**src/rtl/alice_sync_pkg.sv**
```systemverilog
// alice_sync_pkg: shared state encoding, standard field lengths and small helpers
// for the Alice video sync receiver.
`default_nettype none

package alice_sync_pkg;

  typedef enum logic [1:0] {
    SEARCH = 2'd0,
    HLOCK  = 2'd1,
    LOCKED = 2'd2
  } sync_state_t;

  localparam logic [10:0] NTSC_LINES_S = 11'd262;
  localparam logic [10:0] NTSC_LINES_L = 11'd263;
  localparam logic [10:0] PAL_LINES_S  = 11'd312;
  localparam logic [10:0] PAL_LINES_L  = 11'd313;
  localparam logic [8:0]  LONG_LINE    = 9'd228;

  function automatic logic field_len_ok(input logic [10:0] n);
    return (n == NTSC_LINES_S) || (n == NTSC_LINES_L) ||
           (n == PAL_LINES_S)  || (n == PAL_LINES_L);
  endfunction

  function automatic logic [8:0] inc_sat9(input logic [8:0] v);
    return (v == 9'h1FF) ? v : v + 9'd1;
  endfunction

  function automatic logic [10:0] inc_sat11(input logic [10:0] v);
    return (v == 11'h7FF) ? v : v + 11'd1;
  endfunction

endpackage

`default_nettype wire

```
**src/rtl/alice_sync_rx_fall_det.sv**
```systemverilog
// sync_fall_det: enable-gated sample flop (resets to 1) with a falling-edge pulse
// that can only fire while the enable is high.
`default_nettype none

module sync_fall_det (
  input  logic clk,
  input  logic rst_n,
  input  logic ena,
  input  logic din,
  output logic fall
);

  logic q;

  always_ff @(posedge clk or negedge rst_n) begin
    if (!rst_n) begin
      q <= 1'b1;
    end else if (ena) begin
      q <= din;
    end
  end

  assign fall = ena & q & ~din;

endmodule

`default_nettype wire

```
**src/rtl/alice_sync_rx.sv**
```systemverilog
// alice_sync_rx: measures line/field timing of Alice HSYNC/VSYNC on CCK ticks and
// tracks lock, PAL/NTSC, interlace and long-line status. Macro: CSYNC_DECODE_EN.
`default_nettype none

module alice_sync_rx
  import alice_sync_pkg::*;
#(
  parameter int unsigned HMIN       = 224,
  parameter int unsigned HMAX       = 232,
  parameter int unsigned LOCK_LINES = 4,
  parameter int unsigned VMAX       = 640,
  parameter int unsigned PAL_THRESH = 288
`ifdef CSYNC_DECODE_EN
  ,
  parameter int unsigned BROAD_W    = 40
`endif
) (
  input  logic        main_clk,
  input  logic        main_rst_n,
  input  logic        cck_ena,
  input  logic        hsync_n,
  input  logic        vsync_n,
`ifdef CSYNC_DECODE_EN
  input  logic        csync_n,
  input  logic        use_csync,
`endif
  output logic [8:0]  hpos,
  output logic [10:0] vpos,
  output logic [8:0]  line_len,
  output logic [10:0] frame_lines,
  output logic        locked,
  output logic        is_pal,
  output logic        is_lace,
  output logic        long_line,
  output logic        sync_err
);

  localparam int unsigned   CW      = $clog2(LOCK_LINES + 1);
  localparam logic [CW-1:0] LOCK_N  = CW'(LOCK_LINES);
  localparam logic [8:0]    HMIN_L  = 9'(HMIN);
  localparam logic [8:0]    HMAX_L  = 9'(HMAX);
  localparam logic [8:0]    HMAX_M1 = 9'(HMAX - 1);
  localparam logic [10:0]   VMAX_M1 = 11'(VMAX - 1);
  localparam logic [10:0]   PAL_L   = 11'(PAL_THRESH);

  sync_state_t   state, state_nxt;
  logic [CW-1:0] lock_cnt, cnt_nxt;
  logic          armed, armed_nxt, err_nxt;
  logic          seen_line;
  logic [10:0]   prev_field;

  logic hs_fall_pin, vs_fall_pin, hs_fall, vs_fall;

  sync_fall_det u_hs_det (
    .clk   (main_clk),
    .rst_n (main_rst_n),
    .ena   (cck_ena),
    .din   (hsync_n),
    .fall  (hs_fall_pin)
  );

  sync_fall_det u_vs_det (
    .clk   (main_clk),
    .rst_n (main_rst_n),
    .ena   (cck_ena),
    .din   (vsync_n),
    .fall  (vs_fall_pin)
  );

`ifdef CSYNC_DECODE_EN
  localparam int unsigned   BW      = $clog2(BROAD_W + 1);
  localparam logic [BW-1:0] BROAD_N = BW'(BROAD_W);
  localparam logic [8:0]    HGATE   = 9'(HMIN - 8);

  logic          cs_fall_pin, cs_hs_fall, cs_vs_fall;
  logic [BW-1:0] cs_low;

  sync_fall_det u_cs_det (
    .clk   (main_clk),
    .rst_n (main_rst_n),
    .ena   (cck_ena),
    .din   (csync_n),
    .fall  (cs_fall_pin)
  );

  // Low-run length; parks at BROAD_N so the broad-pulse strobe fires once per run.
  always_ff @(posedge main_clk or negedge main_rst_n) begin
    if (!main_rst_n) begin
      cs_low <= '0;
    end else if (cck_ena) begin
      if (csync_n) begin
        cs_low <= '0;
      end else if (cs_low != BROAD_N) begin
        cs_low <= cs_low + 1'b1;
      end
    end
  end

  // Serration/equalising edges near mid-line must not restart the line.
  assign cs_hs_fall = cs_fall_pin & ((hpos >= HGATE) | (state == SEARCH));
  assign cs_vs_fall = cck_ena & ~csync_n & (cs_low == BROAD_N - 1'b1);
  assign hs_fall    = use_csync ? cs_hs_fall : hs_fall_pin;
  assign vs_fall    = use_csync ? cs_vs_fall : vs_fall_pin;
`else
  assign hs_fall = hs_fall_pin;
  assign vs_fall = vs_fall_pin;
`endif

  logic [8:0]  hpos_inc;
  logic [10:0] vpos_inc, field_len;
  logic        line_ok, field_ok, lace_diff, h_to, v_to;

  assign hpos_inc  = inc_sat9(hpos);
  assign vpos_inc  = inc_sat11(vpos);
  // A line ending on the same tick as the field is counted into that field.
  assign field_len = inc_sat11(hs_fall ? vpos_inc : vpos);
  assign line_ok   = seen_line && (hpos_inc >= HMIN_L) && (hpos_inc <= HMAX_L);
  assign field_ok  = field_len_ok(field_len);
  assign lace_diff = ({1'b0, field_len} == {1'b0, prev_field} + 12'd1) ||
                     ({1'b0, prev_field} == {1'b0, field_len} + 12'd1);
  assign h_to      = cck_ena & ~hs_fall & (hpos == HMAX_M1);
  assign v_to      = hs_fall & ~vs_fall & (vpos == VMAX_M1);

  always_ff @(posedge main_clk or negedge main_rst_n) begin
    if (!main_rst_n) begin
      hpos        <= '0;
      vpos        <= '0;
      line_len    <= '0;
      frame_lines <= '0;
      long_line   <= 1'b0;
      is_pal      <= 1'b0;
      is_lace     <= 1'b0;
      prev_field  <= '0;
      seen_line   <= 1'b0;
    end else begin
      if (hs_fall) begin
        hpos      <= '0;
        line_len  <= hpos_inc;
        long_line <= (hpos_inc == LONG_LINE);
        seen_line <= 1'b1;
      end else if (cck_ena) begin
        hpos <= hpos_inc;
      end

      if (vs_fall) begin
        vpos        <= '0;
        frame_lines <= field_len;
        is_pal      <= (field_len >= PAL_L);
        is_lace     <= lace_diff;
        prev_field  <= field_len;
      end else if (hs_fall) begin
        vpos <= vpos_inc;
      end
    end
  end

  always_ff @(posedge main_clk or negedge main_rst_n) begin
    if (!main_rst_n) begin
      state    <= SEARCH;
      lock_cnt <= '0;
      armed    <= 1'b0;
      sync_err <= 1'b0;
    end else begin
      state    <= state_nxt;
      lock_cnt <= cnt_nxt;
      armed    <= armed_nxt;
      sync_err <= err_nxt;
    end
  end

  always_comb begin
    state_nxt = state;
    cnt_nxt   = lock_cnt;
    armed_nxt = armed;
    err_nxt   = 1'b0;
    unique case (state)
      SEARCH: begin
        if (hs_fall) begin
          if (!line_ok) begin
            cnt_nxt = '0;
          end else if (lock_cnt + 1'b1 == LOCK_N) begin
            state_nxt = HLOCK;
            cnt_nxt   = '0;
            armed_nxt = 1'b0;
          end else begin
            cnt_nxt = lock_cnt + 1'b1;
          end
        end
      end
      HLOCK: begin
        if (h_to || v_to) begin
          state_nxt = SEARCH;
          cnt_nxt   = '0;
        end else if (vs_fall) begin
          if (!armed) begin
            armed_nxt = 1'b1;
          end else if (field_ok) begin
            state_nxt = LOCKED;
          end else begin
            state_nxt = SEARCH;
            cnt_nxt   = '0;
          end
        end
      end
      LOCKED: begin
        if ((hs_fall && !line_ok) || h_to || v_to || (vs_fall && !field_ok)) begin
          state_nxt = SEARCH;
          cnt_nxt   = '0;
          err_nxt   = 1'b1;
        end
      end
      default: begin
        state_nxt = SEARCH;
        cnt_nxt   = '0;
      end
    endcase
  end

  assign locked = (state == LOCKED);

endmodule

`default_nettype wire

```
**config.mk**
```make
export PLATFORM = sky130hd
export DESIGN_NAME = alice_sync_rx
export DESIGN_NICKNAME = d
export VERILOG_FILES = /design/src/rtl/alice_sync_pkg.sv /design/src/rtl/alice_sync_rx_fall_det.sv /design/src/rtl/alice_sync_rx.sv
export SDC_FILE = /design/constraint.sdc
export NUM_CORES = 1
export LEC_CHECK = 0
export ABC_AREA = 1
export ABC_CLOCK_PERIOD_IN_PS = 4250
export CAP_MARGIN = 10
export CORE_UTILIZATION = 55
export CTS_CLUSTER_SIZE = 25
export DETAILED_ROUTE_END_ITERATION = 7
export PLACE_DENSITY = 0.77
export SYNTH_ARGS = -nofsm -noshare
export SYNTH_HDL_FRONTEND = slang
export SYNTH_SLANG_ARGS = --single-unit
```
**constraint.sdc**
```tcl
create_clock -name main_clk -period 4.25 [get_ports main_clk]
set_clock_uncertainty 0.1 [all_clocks]
set_input_delay 0.85 -clock main_clk [delete_from_list [all_inputs] [get_ports main_clk]]
set_output_delay 0.85 -clock main_clk [all_outputs]
set_load 0.01 [all_outputs]
```
==> results of run 1 <==
==> routing by layer <==
metal	vias to the layer above	GRT usage [%]	share of wire [%]
li1	1954	-	-
met1	1796	34.95	45
met2	118	49.54	49
met3	16	3.770	5.0
met4	0	6.706	1.7
met5	-	0	0
==> power by group <==
part	switching (W)	internal, W
Combinational	0.000461	0.000343
Sequential	0.0000906	0.000587
Clock	0.000174	0.000117
Total	0.000726	0.00105
==> per-stage QoR <==
stage	hold WS (ps)	std cells	area, um^2	worst slack, ps	util [%]
floorplan	322.9	575	4046	860.8	-
global placement	341.2	720	4688	338.7	67.51
detailed placement	340.4	720	4688	165.2	67.51
CTS	364.4	728	4776	475.5	68.77
global route	390.6	728	4776	182.5	68.77
finish	362.9	728	4776	473.6	68.77
==> worst max-delay path: cells and delay by family <==
kind | cells | cell delay (ps)
AOI/OAI and AO/OA | 2 | 330
adders and majority gates | 1 | 200
buffers and inverters | 4 | 940
and+or+nand+nor | 14 | 1580
==> final timing paths <==
| path | to | startpoint | slack (ps) | cells after the start |
|---|---|---|---|---|
| worst max-delay path | lock_cnt[2] | cck_ena | 470 | 21 |
| worst min-delay path | seen_line | seen_line | 360 | 2 |
| worst max register to register | lock_cnt[2] | vpos[0] | 610 | 21 |
| worst min register to register | seen_line | seen_line | 360 | 2 |
| max in group asynchronous | u_vs_det.q | main_rst_n | 2830 | 2 |
| min in group asynchronous | hpos[7] | main_rst_n | 400 | 1 |
==> cells by family after synthesis <==
logic type      synth area share (%)
simple gates                   43.04
buf+inv                        8.998
compound gates                 8.194
flops                          32.84
xor+xnor                       4.762
fa+ha+maj                      2.164
==> sequential cells by signal, summed over array words and instances (netlist names) <==
signal and count:
seen_line 1, sync_err 1, long_line 1, armed 1
is_pal 1, line_len 9, lock_cnt 3, u_hs_det.q 1
prev_field 11, vpos 11, hpos 9, is_lace 1
u_vs_det.q 1, state 2
==> synthesized netlist by cell type (7+ instances only) <==
library cell  instances  area, um^2
dfrtp_1              51        1276
ha_1                  7       87.58
inv_1                79       296.5
nand2_1             153       574.3
nand2_2              14       87.58
nand2_4               8       90.09
nand3_1              50       250.2
nand3_2              10       100.1
nand3b_1              7       52.55
nand4_1               9       56.30
nor2_1               54       202.7
nor3_1                8       40.04
o21ai_0              33       165.2
o22ai_1               8       50.05
xor2_1               17       148.9
==> final cells by class <==
| class | instances | area [um^2] | area share, % |
|---|---|---|---|
| Multi-Input combinational cell | 428 | 2359 | 49.38 |
| Inverter | 86 | 322.8 | 6.759 |
| Tap cell | 96 | 120.1 | 2.515 |
| Timing Repair Buffer | 57 | 558.0 | 11.68 |
| Clock inverter | 2 | 15.01 | 0.3144 |
| Clock buffer | 6 | 72.57 | 1.520 |
| Sequential cell | 53 | 1329 | 27.82 |
==> metrics, run 1 <==
crit path kind=primary input to register; critical path data arrival time=3910 ps; fmax=0.2648 GHz; Mapped Cells=575; die area=0.007704 mm^2; P per Cell Area=371.1 mW/mm^2; Seq cells post-synth=53; most frequent cells in the layout=153 x nand2_1, 79 x inv_1, 54 x nor2_1, 51 x dfrtp_1, 50 x nand3_1; biggest cell delay along the critical path=530 ps; ys async rst share=100.0%; GRT Overall Usage=27.60%; hold_buf cts=0; CTS buffer count=5; antenna-violating nets left=0; Crit-path slowest cell=clkdlybuf4s50_1; syn avg cell area=7.037 um^2; final setup fails=0; CP max FO=8; DRC viols=0; clk slew on worst S/H paths=90 ps; most common cell after layout, fill and taps aside=nand2_1; synthesized area=0.004046 mm^2; Final Max Tran Viols=0; ANT cells=0; Seq/Total Area, Yosys=32.84%; crit-path cells=clkdlybuf4s50_1 > nand3_4 > inv_2 > nand2_1 > nand2_1 > nand2_2 > inv_1 > ha_1 > nand3_2 > nor2_8 > nand3_2 > buf_12 > nand2_4 > nand2_1 > o21ai_1 > nand3_1 > nand2_1 > nand3_2 > nand2_2 > nand2_1 > o21ai_1; 1st-pass router iterations=5; Max-cap violations=0; maximum VDD drop=271.0 uV; first-pass GRT wire length=16,680 um; fin crit period=3776 ps; initial antenna violation count=0; CP startpoint kind=primary input; EDFF count, synth=0; # resized after CTS=0; Synth Net Count=587; routed len/inst=13.65 um; Core Box Area=0.006944 mm^2; Vias/cell=5.335; CTS tree=yes; Post-CTS Setup Inserts=0; RD Place Congestion=0.9434; post-synthesis cell type count=38; CP Capture Type=register; Detailed Route WL=9935 um; vias in the first global route=3,636; Remaining Overflow, GRT=0; Slew HR=59.17%; Slew @ Worst Pin=607.2 ps; Overall Power=0.001772 W; largest net degree at the start of global routing=33; Fill cells=585; Clock Tree Buf Depth=2; clock root cell=clkbuf_8; Die Ht=87.78 um; Pleak=2.280 nW; synth warn=0; period utilization=88.86%; CP Data Required Time=4390 ps; Die X=87.78 um; unrepaired setup endpoints after global routing=no; status=finished clean; Fin. Hold Viols=0; initial core utilization=58.27%; most used cell, CP=nand2_1; min-delay worst type=register to register; Starting DRT DRC Count=180; Boundary Pins=50; ys flop type=dfrtp_1; clk sinks=53; share of cells above drive strength 1=12.50%; Fin Setup TNS=0 ps; NumNets Final=643; Placement Rows=30; dpl hpwl=7822 um; worst skew pair latency=310 ps; Synth-to-Final Area Change=18.03%; H-Tree Depth=2; count of input and output buffers=49; detailed-route via count=3,884
(Power assumes the default switching activity.)
==> run 2: changes to the inputs <==
--- a/config.mk
+++ b/config.mk
@@ -11,7 +11,7 @@
 export CORE_UTILIZATION = 55
 export CTS_CLUSTER_SIZE = 25
 export DETAILED_ROUTE_END_ITERATION = 7
-export PLACE_DENSITY = 0.77
+export PLACE_DENSITY = 0.79
 export SYNTH_ARGS = -nofsm -noshare
 export SYNTH_HDL_FRONTEND = slang
 export SYNTH_SLANG_ARGS = --single-unit
==> metrics, run 2 (synthesis gave the netlist of run 1 again) <==
most common cell after layout, fill and taps aside=nand2_1; Max-cap violations=0; WL met3=476 um; ANT cells=0; clk slew on worst S/H paths=110 ps; antenna-violating nets left=0; CP startpoint kind=primary input; initial antenna violation count=0; placed cell areas=0.004688 mm^2; NumNets Final=643; unrepaired setup endpoints after global routing=no; Fin. Hold Viols=0; dpl hpwl=7556 um; Post-CTS Setup Inserts=0; CTS tree=yes; Vias/cell=5.320; registers with the most flip-flops=prev_field: 11 flops, vpos: 11 flops; worst skew pair latency=310 ps; Die Ht=87.78 um; Fill cells=601; crit path kind=primary input to register; internal power=0.001047 W; count of input and output buffers=49; Top Metal Used=met4; initial core utilization=58.27%; Detailed Route WL=9724 um; Slew @ Worst Pin=584.2 ps; fin crit period=3735 ps; final setup margin=514.6 ps; vias in the first global route=3,647; share of cells above drive strength 1=12.66%; DR WL met2=4760 um; period utilization=87.89%; clk sinks=53; Setup WS pre-CTS=218.6 ps; routed len/inst=13.36 um; Boundary Pins=50; GRT Overall Usage=27.25%; Starting DRT DRC Count=202; Core Box Area=0.006944 mm^2; Met1 Wirelength=4326 um; first-pass GRT wire length=16,560 um; clock root cell=clkbuf_8; crit-path cells=clkdlybuf4s50_1 > nand3_4 > inv_2 > buf_4 > nand4_1 > nand3_1 > nand2_2 > nor2_4 > nand3_2 > buf_12 > nand2_2 > nand2_2 > nand2_4 > nand2_1 > nand4_1 > nand2_1 > nand4_1 > nand2_1 > nor2_1 > nand2_2 > nand2_1 > o21ai_1; die area=0.007704 mm^2; critical path data arrival time=3850 ps; Remaining Overflow, GRT=0; Pleak=2.287 nW; status=finished clean; 1st-pass router iterations=5; maximum VDD drop=262.1 uV; DRC viols=0; P per Cell Area=373.0 mW/mm^2; sw power=0.0007351 W; Clock Tree Buf Depth=2; Slew HR=60.72%; fmax=0.2677 GHz; # resized after CTS=0; Comb pwr share=44.9%; hold slack final=357.5 ps; H-Tree Depth=2; largest net degree at the start of global routing=37; Overall Power=0.001782 W; CTS buffer count=5; biggest cell delay along the critical path=520 ps; detailed-route via count=3,873; final setup fails=0; worst path bufs/invs=4; Placement Rows=30; CP max FO=10; Final Max Tran Viols=0; RD Place Congestion=0.9697; Crit path max-delay family=simple AND/OR/NAND/NOR gates; Crit-path slowest cell=clkdlybuf4s50_1; Die X=87.78 um; Reg power frac=38.0%; CP Data Required Time=4360 ps; CP Capture Type=register; Fin Setup TNS=0 ps; share of total power in the clock network=17.1%; design area=0.004778 mm^2; Synth-to-Final Area Change=18.09%; most frequent cells in the layout=153 x nand2_1, 79 x inv_1, 54 x nor2_1, 51 x dfrtp_1, 50 x nand3_1; hold_buf cts=0; Sw Share=41.25%; min-delay worst type=primary input to async pin
[run 2: changes by cell type in the layout (fill, tap and decap cells not counted), sizes merged]
cell,before,now
clkinvlp,2,1
inv,85,86
clkbuf,6,5
clkinv,1,2
[run 2: cell type report]
cell class	count	area [um^2]	share of cell area [%]
inverters	86	322.8	6.756
well taps	96	120.1	2.514
flip-flops and latches	53	1329	27.81
multi-input cells	428	2359	49.36
clock inverters	3	21.27	0.4451
repair buffers	57	558.0	11.68
clock buffers	5	68.82	1.440
[run 2: worst register-to-register path: cells and delay by family, from the launching register on]
family | cells | cell delay [ps]
flops | 1 | 450
fa+ha+maj | 2 | 430
buf+inv | 2 | 300
simple gates | 19 | 2150
compound gates | 1 | 60
[run 2: per-layer routing]
layer / vias to the layer above / global-route usage (%)
met2: 113 / 48.06
met3: 14 / 2.922
met4: 0 / 8.048
met1: 1795 / 35.14
met5: - / 0
li1: 1951 / -
[run 2: through the flow]
| stage | util (%) | std cells |
|---|---|---|
| 2_1_floorplan | - | 575 |
| 3_3_place_gp | 67.51 | 720 |
| 3_5_place_dp | 67.51 | 720 |
| 4_1_cts | 68.81 | 728 |
| 5_1_grt | 68.81 | 728 |
| 6_report | 68.81 | 728 |
[run 2: path summary, 6_finish.rpt]
kind,startpoint,endpoint,slack [ps],depth (start not counted)
setup / recovery,cck_ena,lock_cnt[0],510,22
hold / removal,main_rst_n,hpos[7],360,1
setup reg to reg,vpos[0],lock_cnt[0],660,24
hold reg to reg,seen_line,seen_line,360,2
max in group asynchronous,main_rst_n,u_vs_det.q,2850,2
min in group main_clk,seen_line,seen_line,360,2
[run 2: power groups by stage]
| stage | sequential (W) | clock, W | combinational, W |
|---|---|---|---|
| final | 0.000677 | 0.000305 | 0.000800 |
| after global routing | 0.000691 | 0.000326 | 0.000888 |
| after CTS | 0.000677 | 0.000310 | 0.000796 |
| after detailed placement | 0.000687 | 0 | 0.000790 |
| after global placement | 0.000683 | 0 | 0.000779 |
| after floorplan | 0.000710 | 0 | 0.000469 |
==> run 3: changes to the inputs <==
--- a/config.mk
+++ b/config.mk
@@ -6,12 +6,13 @@
 export NUM_CORES = 1
 export LEC_CHECK = 0
 export ABC_AREA = 1
-export ABC_CLOCK_PERIOD_IN_PS = 4250
 export CAP_MARGIN = 10
-export CORE_UTILIZATION = 55
+export CELL_PAD_IN_SITES_DETAIL_PLACEMENT = 1
+export CELL_PAD_IN_SITES_GLOBAL_PLACEMENT = 1
+export CORE_UTILIZATION = 41
 export CTS_CLUSTER_SIZE = 25
 export DETAILED_ROUTE_END_ITERATION = 7
-export PLACE_DENSITY = 0.79
+export PLACE_DENSITY_LB_ADDON = 0.1
 export SYNTH_ARGS = -nofsm -noshare
 export SYNTH_HDL_FRONTEND = slang
 export SYNTH_SLANG_ARGS = --single-unit
==> metrics, run 3 (synthesis gave the netlist of run 1 again) <==
GRT Overall Usage=25.11%; initial core utilization=42.98%; Slew HR=53.13%; 1st-pass router iterations=4; RD Place Congestion=0.9096; Crit-path slowest cell=clkdlybuf4s50_1; Hold Crit Depth=2; largest net degree at the start of global routing=33; hold_buf cts=0; count of input and output buffers=49; crit path kind=primary input to register; WL met3=187 um; NumNets Final=644; H-Tree Depth=2; final setup margin=475.9 ps; Fin. Hold Viols=0; placed insts=754; Die X=101.3 um; clk slew on worst S/H paths=110 ps; CTS tree=yes; routed len/inst=15.55 um; CP Data Required Time=4360 ps; ANT cells=0; Remaining Overflow, GRT=0; Max-cap violations=0; CP startpoint kind=primary input; Fin Setup TNS=0 ps; DRC viols=0; die area=0.01027 mm^2; Die Ht=101.3 um; registers with the most flip-flops=prev_field: 11 flops, vpos: 11 flops; vias in the first global route=4,213; Slew @ Worst Pin=703.0 ps; DR WL met2=5954 um; Fill cells=1,259; clk sinks=53; CTS buffer count=5; clock root cell=clkbuf_8; Setup WS pre-CTS=161.3 ps; Critical Path Source=cck_ena; Detailed Route WL=11,850 um; Pleak=2.296 nW; CP max FO=8; Starting DRT DRC Count=100; most frequent cells in the layout=153 x nand2_1, 79 x inv_1, 54 x nor2_1, 51 x dfrtp_1, 50 x nand3_1; critical path data arrival time=3880 ps; Register Area=0.001329 mm^2; fin crit period=3774 ps; CP Capture Type=register; antenna-violating nets left=0; Finished Layout Cells=762; Synth-to-Final Area Change=19.51%; unrepaired setup endpoints after global routing=no; Clock Tree Buf Depth=2; crit-path cells=clkdlybuf4s50_1 > nand3_4 > inv_2 > nand2_1 > nand2_1 > nand2_2 > inv_1 > ha_1 > nand3_2 > nor2_8 > nand3_2 > buf_4 > nand2_1 > nand2_2 > nand2_4 > nand2_1 > nand4_1 > nand2_1 > nand4_1 > nand2_1 > nor2_1 > nand2_2 > nand2_1 > o21ai_1; share of cells above drive strength 1=12.64%; Met1 Wirelength=5615 um; status=finished clean; Placement Rows=35; Vias/cell=5.151; placed cell areas=0.004725 mm^2; Core Box Area=0.009415 mm^2; min-delay worst type=register to register; Boundary Pins=50; detailed-route via count=3,925; Worst Reg-to-Reg Cells=24; most used cell, CP=nand2_1; Post-CTS Setup Inserts=0; biggest cell delay along the critical path=530 ps; maximum VDD drop=230.4 uV; R2R Path Start=vpos[0]; # resized after CTS=0; area occupied by multi-input gates=0.002359 mm^2; hold_sp=seen_line; Final Max Tran Viols=0; Overall Power=0.001879 W; P per Cell Area=388.6 mW/mm^2; Top Metal Used=met4; final setup fails=0; first-pass GRT wire length=20,370 um; fmax=0.2650 GHz; dpl hpwl=9482 um; design area=0.004836 mm^2; most common cell after layout, fill and taps aside=nand2_1; initial antenna violation count=0; period utilization=88.80%; worst skew pair latency=310 ps
[run 3: worst max-delay path, delay by kind of cell]
kind / cells / cell delay, ps
fa+ha+maj: 1 / 200
buf+inv: 4 / 930
simple gates: 18 / 1860
compound gates: 1 / 60
[run 3: area by class of cell]
class	instances	area share (%)
clock inverter	2	0.8021
multi-input combinational	428	48.77
clock buffer	6	1.501
inverter	86	6.675
timing repair buffer	58	11.44
sequential	53	27.48
tap	129	3.338
[run 3: final timing paths]
check / to / slack, ps
worst max-delay path: lock_cnt[0] / 480
worst min-delay path: seen_line / 370
worst max register to register: lock_cnt[0] / 650
worst min register to register: seen_line / 370
max in group asynchronous: is_lace / 2740
min in group asynchronous: hpos[7] / 470
[run 3: report_power, final]
part | internal, W | total, W | switching [W]
Combinational | 0.000343 | 0.000832 | 0.000488
Sequential | 0.000587 | 0.000686 | 0.0000984
Clock | 0.000178 | 0.000362 | 0.000184
[run 3: through the flow]
| stage | utilization (%) | hold slack (ps) |
|---|---|---|
| final | 51.36 | 373.1 |
| after global routing | 51.36 | 398.5 |
| after CTS | 51.36 | 373.8 |
| after detailed placement | 50.18 | 346.2 |
| after global placement | 50.18 | 339.5 |
| after floorplan | - | 322.9 |
[run 3: routing by layer]
| layer | global-route usage [%] | vias up |
|---|---|---|
| met2 | 45.05 | 54 |
| li1 | - | 1946 |
| met4 | 5.686 | 0 |
| met1 | 32.27 | 1917 |
| met3 | 2.899 | 8 |
| met5 | 0 | - |
==> patch 1: new RTL, flow settings as in run 3 <==
Change the parameter `LOCK_LINES` from 4 to 8.
--- a/src/rtl/alice_sync_rx.sv
+++ b/src/rtl/alice_sync_rx.sv
@@ -7,7 +7,7 @@
 #(
   parameter int unsigned HMIN       = 224,
   parameter int unsigned HMAX       = 232,
-  parameter int unsigned LOCK_LINES = 4,
+  parameter int unsigned LOCK_LINES = 8,
   parameter int unsigned VMAX       = 640,
   parameter int unsigned PAL_THRESH = 288
 `ifdef CSYNC_DECODE_EN
Check against the original RTL: no difference found for any inputs over 4 cycles, from zero or initial values and one cycle with main_rst_n low; that may be too few to reach the edited logic, so the function may still have changed.
==> patch 1 against run 3 <==
  * Worst setup slack worse by 0.045 ns
  * Sequential power up 4.4%
  * Total power up 7.5%
  * Sequential cell count up 1
  * Cell area up 1.1%
  * Clock power up 7.7%
  * Wire length down 0.32%
  * Register-to-register slack worse by 0.05 ns
  * Synthesized area up 0.77%
  * Utilization down 0.87 points
  * Critical endpoint is now lock_cnt[3]$_DFFE_PN0P_
  * Highest routed layer unchanged
==> patch 1: results (changes against run 3) <==
Syn. warnings: 0 (unchanged)
HP Class: flop to flop (unchanged)
via density per instance: 5.19 (was 5.15)
CTS H-tree lvls: 2 (unchanged)
Placed Area: 0.00477 mm2 (was 0.00472 mm2)
CP arrival: 3.98 ns (was 3.88 ns)
layout cell share with drive strength beyond 1: 16.0% (was 12.6%)
largest cells by area after synthesis: dfrtp_1, nand2_1, inv_1 (unchanged)
Synth cell types: 44 (was 38)
Pint: 0.00118 W (was 0.00111 W)
Commonest cells post-synth: nand2_1, inv_1, nor2_1, dfrtp_1, nand3_1 (unchanged)
worst-margin pin slew: 0.561 ns (was 0.703 ns)
drt initial violations: 140 (was 100)
status: finished, final reports clean (unchanged)
global-route wire length before repair: 19800 um (was 20400 um)
CTS buffer count: 5 (unchanged)
Top FF cell, synth: dfrtp_1 (unchanged)
Leakage: 2.27 nW (was 2.30 nW)
Largest regs: prev_field x11, vpos x11 (unchanged)
nets@finish: 635 (was 644)
Final HPWL DP: 9350 um (was 9480 um)
number of global-route vias before repair: 4061 (was 4213)
fillers: 1255 (was 1259)
final RePlAce weighted congestion: 0.869 (was 0.910)
Total Routing Usage GR: 24.5% (was 25.1%)
Synth Net Count: 576 (was 587)
post-synthesis sequential area ratio: 33.2% (was 32.8%)
Peak VDD IR: 0.000192 V (was 0.000230 V)
Logic pwr share: 45.3% (was 44.3%)
drt pass-1 iters: 4 (unchanged)
wire per inst: 15.6 um (was 15.5 um)
Clk. pwr: 0.000390 W (was 0.000362 W)
overall power: 0.00202 W (was 0.00188 W)
Post-synth ARST share: 100% (unchanged)
largest net degree at the start of global routing: 33 (unchanged)
ant diodes: 0 (unchanged)
## patch 1: changes by cell type after synthesis, sizes merged, moves of 2 or more
cell,run 3,this run
inv,85,69
nand3,63,54
nor2,68,75
a21oi,5,9
nor3,8,12
xor2,17,20
buf,2,4
nand2,175,173
nand3b,7,5
nor4,4,2
o21ai,39,37
o21bai,0,2
o22ai,8,6
or3,2,0
## patch 1: worst max-delay path, cell delays in order
cell and delay [ns]:
clkdlybuf4s50_1 0.51, nand2_1 0.10, nor2_4 0.14, nand2_1 0.09, nand2_1 0.08, nand2_2 0.05, inv_1 0.09, ha_1 0.19
nand3_1 0.12, nor2_4 0.17, nand4_4 0.21, buf_4 0.25, nand2_4 0.08, inv_2 0.07, nor3_1 0.18, o21ai_1 0.10
nand2_1 0.09, nand3_1 0.09, nand2_1 0.12, nand3_2 0.11, nand2_4 0.15, nand2_2 0.06, o21ai_2 0.05
## patch 1: metal layers
metal	routed length, um	global-route usage [%]	vias to the layer above
met1	5470	31.6	1939
met4	134	5.80	0
met5	0	0	-
li1	-	-	1929
met3	267	2.62	11
met2	5940	43.7	53
## patch 1: per-stage QoR
stage          std cells  worst slack, ns
2_1_floorplan        565            0.789
3_3_place_gp         750            0.232
3_5_place_dp         750           0.0778
4_1_cts              758            0.411
5_1_grt              758            0.151
6_report             758            0.430
## patch 1: cell families after synthesis
kind of cell | after synthesis | share of synthesized area, %
adder cells (fa/ha/maj) | 6 | 1.84
XOR/XNOR | 26 | 5.58
buffers and inverters | 80 | 7.79
flip-flops | 54 | 33.2
AO/OA/AOI/OAI | 62 | 9.33
AND/OR/NAND/NOR | 337 | 42.3
## patch 1: path summary, 6_finish.rpt
path | start | endpoint | slack [ns] | cells after the start
min in group asynchronous | main_rst_n | line_len[5]$_DFFE_PN0N_ | 0.40 | 1
min reg2reg | seen_line$_DFFE_PN0N_ | seen_line$_DFFE_PN0N_ | 0.38 | 1
max reg2reg | vpos[0]$_DFF_PN0_ | lock_cnt[3]$_DFFE_PN0P_ | 0.60 | 23
max in group asynchronous | main_rst_n | prev_field[8]$_DFFE_PN0P_ | 2.79 | 2
max | cck_ena | lock_cnt[3]$_DFFE_PN0P_ | 0.43 | 23
min | seen_line$_DFFE_PN0N_ | seen_line$_DFFE_PN0N_ | 0.38 | 1
## patch 1: area by class of cell
| type | count | area (um2) | area share, % |
|---|---|---|---|
| Multi-Input combinational cell | 431 | 2410 | 49.2 |
| Sequential cell | 54 | 1350 | 27.7 |
| Timing Repair Buffer | 61 | 576 | 11.8 |
| Inverter | 71 | 267 | 5.45 |
| Tap cell | 133 | 166 | 3.40 |
| Clock buffer | 6 | 82.6 | 1.69 |
| Clock inverter | 2 | 38.8 | 0.793 |
==> patch 2: new RTL, settings of run 3 <==
Without the edit above. Encoding of `sync_state_t`: now one-hot (3 bits for 3 states).
--- a/src/rtl/alice_sync_pkg.sv
+++ b/src/rtl/alice_sync_pkg.sv
@@ -4,10 +4,10 @@
 
 package alice_sync_pkg;
 
-  typedef enum logic [1:0] {
-    SEARCH = 2'd0,
-    HLOCK  = 2'd1,
-    LOCKED = 2'd2
+  typedef enum logic [2:0] {
+    SEARCH = 3'b001,
+    HLOCK  = 3'b010,
+    LOCKED = 3'b100
   } sync_state_t;
 
   localparam logic [10:0] NTSC_LINES_S = 11'd262;
Function: same outputs for any inputs over 4 cycles, from zero or initial values and one cycle with main_rst_n low; so few cycles prove little.
==> patch 2 against run 3 <==
  * Sequential cell count is 1 higher
  * Non-clock buffer count unchanged
  * Wire length fell by 1.8%
  * Hold slack improved by 0.014 ns
  * Count of clock-buffer cells in the layout is the same
  * Sequential power shrank 2%
  * Cell area decreased by 0.23%
  * Worst setup slack got worse by 0.16 ns
  * Total power fell by 11%
  * Sequential share of layout area increased by 0.61 points
  * Synthesized area increased by 0.56%
  * Critical endpoint is now lock_cnt[2]$_DFFE_PN0P_
  * Largest cell class unchanged
  * Largest power group unchanged
  * Highest routed layer unchanged
==> patch 2: results (changes against run 3) <==
ant diodes: 0 (unchanged)
CP max stage delay: 0.49 ns (was 0.53 ns)
nets@finish: 663 (was 644)
drt initial violations: 114 (was 100)
final RePlAce weighted congestion: 0.845 (was 0.910)
met1 WL: 5490 um (was 5620 um)
TNS Setup: 0 ns (unchanged)
finished layout cell area: 0.00482 mm2 (was 0.00484 mm2)
number of global-route vias before repair: 4175 (was 4213)
latest clock arrival within the worst-skew pair: 0.32 ns
Place WS: 0.00923 ns (was 0.161 ns)
status: finished, final reports clean (unchanged)
Peak VDD IR: 0.000180 V (was 0.000230 V)
largest net degree at the start of global routing: 29 (was 33)
r2r endpoint: lock_cnt[2]$_DFFE_PN0P_ (was lock_cnt[0]$_DFFE_PN0P_)
Total Routing Usage GR: 24.5% (was 25.1%)
post-synthesis sequential area ratio: 33.3% (was 32.8%)
layout cell share with drive strength beyond 1: 12.3% (was 12.6%)
Final HPWL DP: 9490 um (was 9480 um)
min Tclk post-route: 3.94 ns (was 3.77 ns)
met1 usage: 31.9% (was 32.3%)
GR Util met2: 44.3% (was 45.1%)
Routed met2 length: 5840 um (was 5950 um)
largest cells by area after synthesis: dfrtp_1, nand2_1, nor2_1 (was dfrtp_1, nand2_1, inv_1)
CTS resizes: 0 (unchanged)
worst r2r path cells: 23 (was 24)
Synth cell types: 42 (was 38)
global-route wire length before repair: 19900 um (was 20400 um)
Commonest cells post-synth: nand2_1, nor2_1, inv_1, dfrtp_1, nand3_1 (was nand2_1, inv_1, nor2_1, dfrtp_1, nand3_1)
via density per instance: 5.09 (was 5.15)
Root Driver: clkbuf_8 (unchanged)
worst-margin pin slew: 0.633 ns (was 0.703 ns)
HP Class: flop to flop (unchanged)
met3 Usage GRT: 2.48% (was 2.90%)
launch point of the worst reg-to-reg path: vpos[1]$_DFF_PN0_ (was vpos[0]$_DFF_PN0_)
drt pass-1 iters: 4 (unchanged)
Placed Area: 0.00473 mm2 (was 0.00472 mm2)
placed cell count: 773 (was 754)
Syn. warnings: 0 (unchanged)
Via Count: 3975 (was 3925)
total wire length: 11600 um (was 11800 um)
met3 wire length: 236 um (was 187 um)
initial antenna violation count: 0 (unchanged)
FF-to-FF setup slack: 0.48 ns (was 0.65 ns)
syn avg cell area: 6.83 um2 (was 7.04 um2)
fillers: 1268 (was 1259)
Synth Net Count: 608 (was 587)
Leakage: 2.27 nW (was 2.30 nW)
CP arrival: 4.05 ns (was 3.88 ns)
crit path max fanout: 13 (was 8)
patch 2: cell types whose count changed after synthesis, moves of 6 or more:
cell,change
nand2_2,+6
o21ai_0,-7
nand3_1,-6
nor2_2,+6
inv_1,-8
nand3b_1,-6
nor2_1,+18
nand2_1,+22
patch 2: power by group:
group	switching, W	leakage, nW	internal (W)	total (W)
clock network	0.000183	0.0478	0.000135	0.000318
logic	0.000390	1.51	0.000291	0.000680
registers	0.0000800	0.706	0.000590	0.000670
total	0.000653	2.27	0.00102	0.00167
patch 2: worst min path at each step:
| stage | start | end | slack, ns | depth (start not counted) |
|---|---|---|---|---|
| global placement | seen_line$_DFFE_PN0N_ | seen_line$_DFFE_PN0N_ | 0.36 | 1 |
| global route | seen_line$_DFFE_PN0N_ | seen_line$_DFFE_PN0N_ | 0.41 | 1 |
| CTS | seen_line$_DFFE_PN0N_ | seen_line$_DFFE_PN0N_ | 0.39 | 1 |
| detailed placement | seen_line$_DFFE_PN0N_ | seen_line$_DFFE_PN0N_ | 0.36 | 1 |
| floorplan | seen_line$_DFFE_PN0N_ | seen_line$_DFFE_PN0N_ | 0.34 | 1 |
| finish | seen_line$_DFFE_PN0N_ | seen_line$_DFFE_PN0N_ | 0.39 | 1 |
patch 2: kinds of logic after synthesis:
kind of cell,synth area share [%]
AO/OA/AOI/OAI,7.47
adder cells (fa/ha/maj),2.15
AND/OR/NAND/NOR,43.1
flip-flops,33.3
buffers and inverters,8.33
XOR/XNOR,5.60
patch 2: final cells by class:
cell class	instances	area share, %
Clock buffer	6	1.71
Clock inverter	2	0.337
Inverter	75	5.84
Multi-Input combinational cell	457	49.2
Sequential cell	54	28.1
Tap cell	129	3.35
Timing Repair Buffer	58	11.5
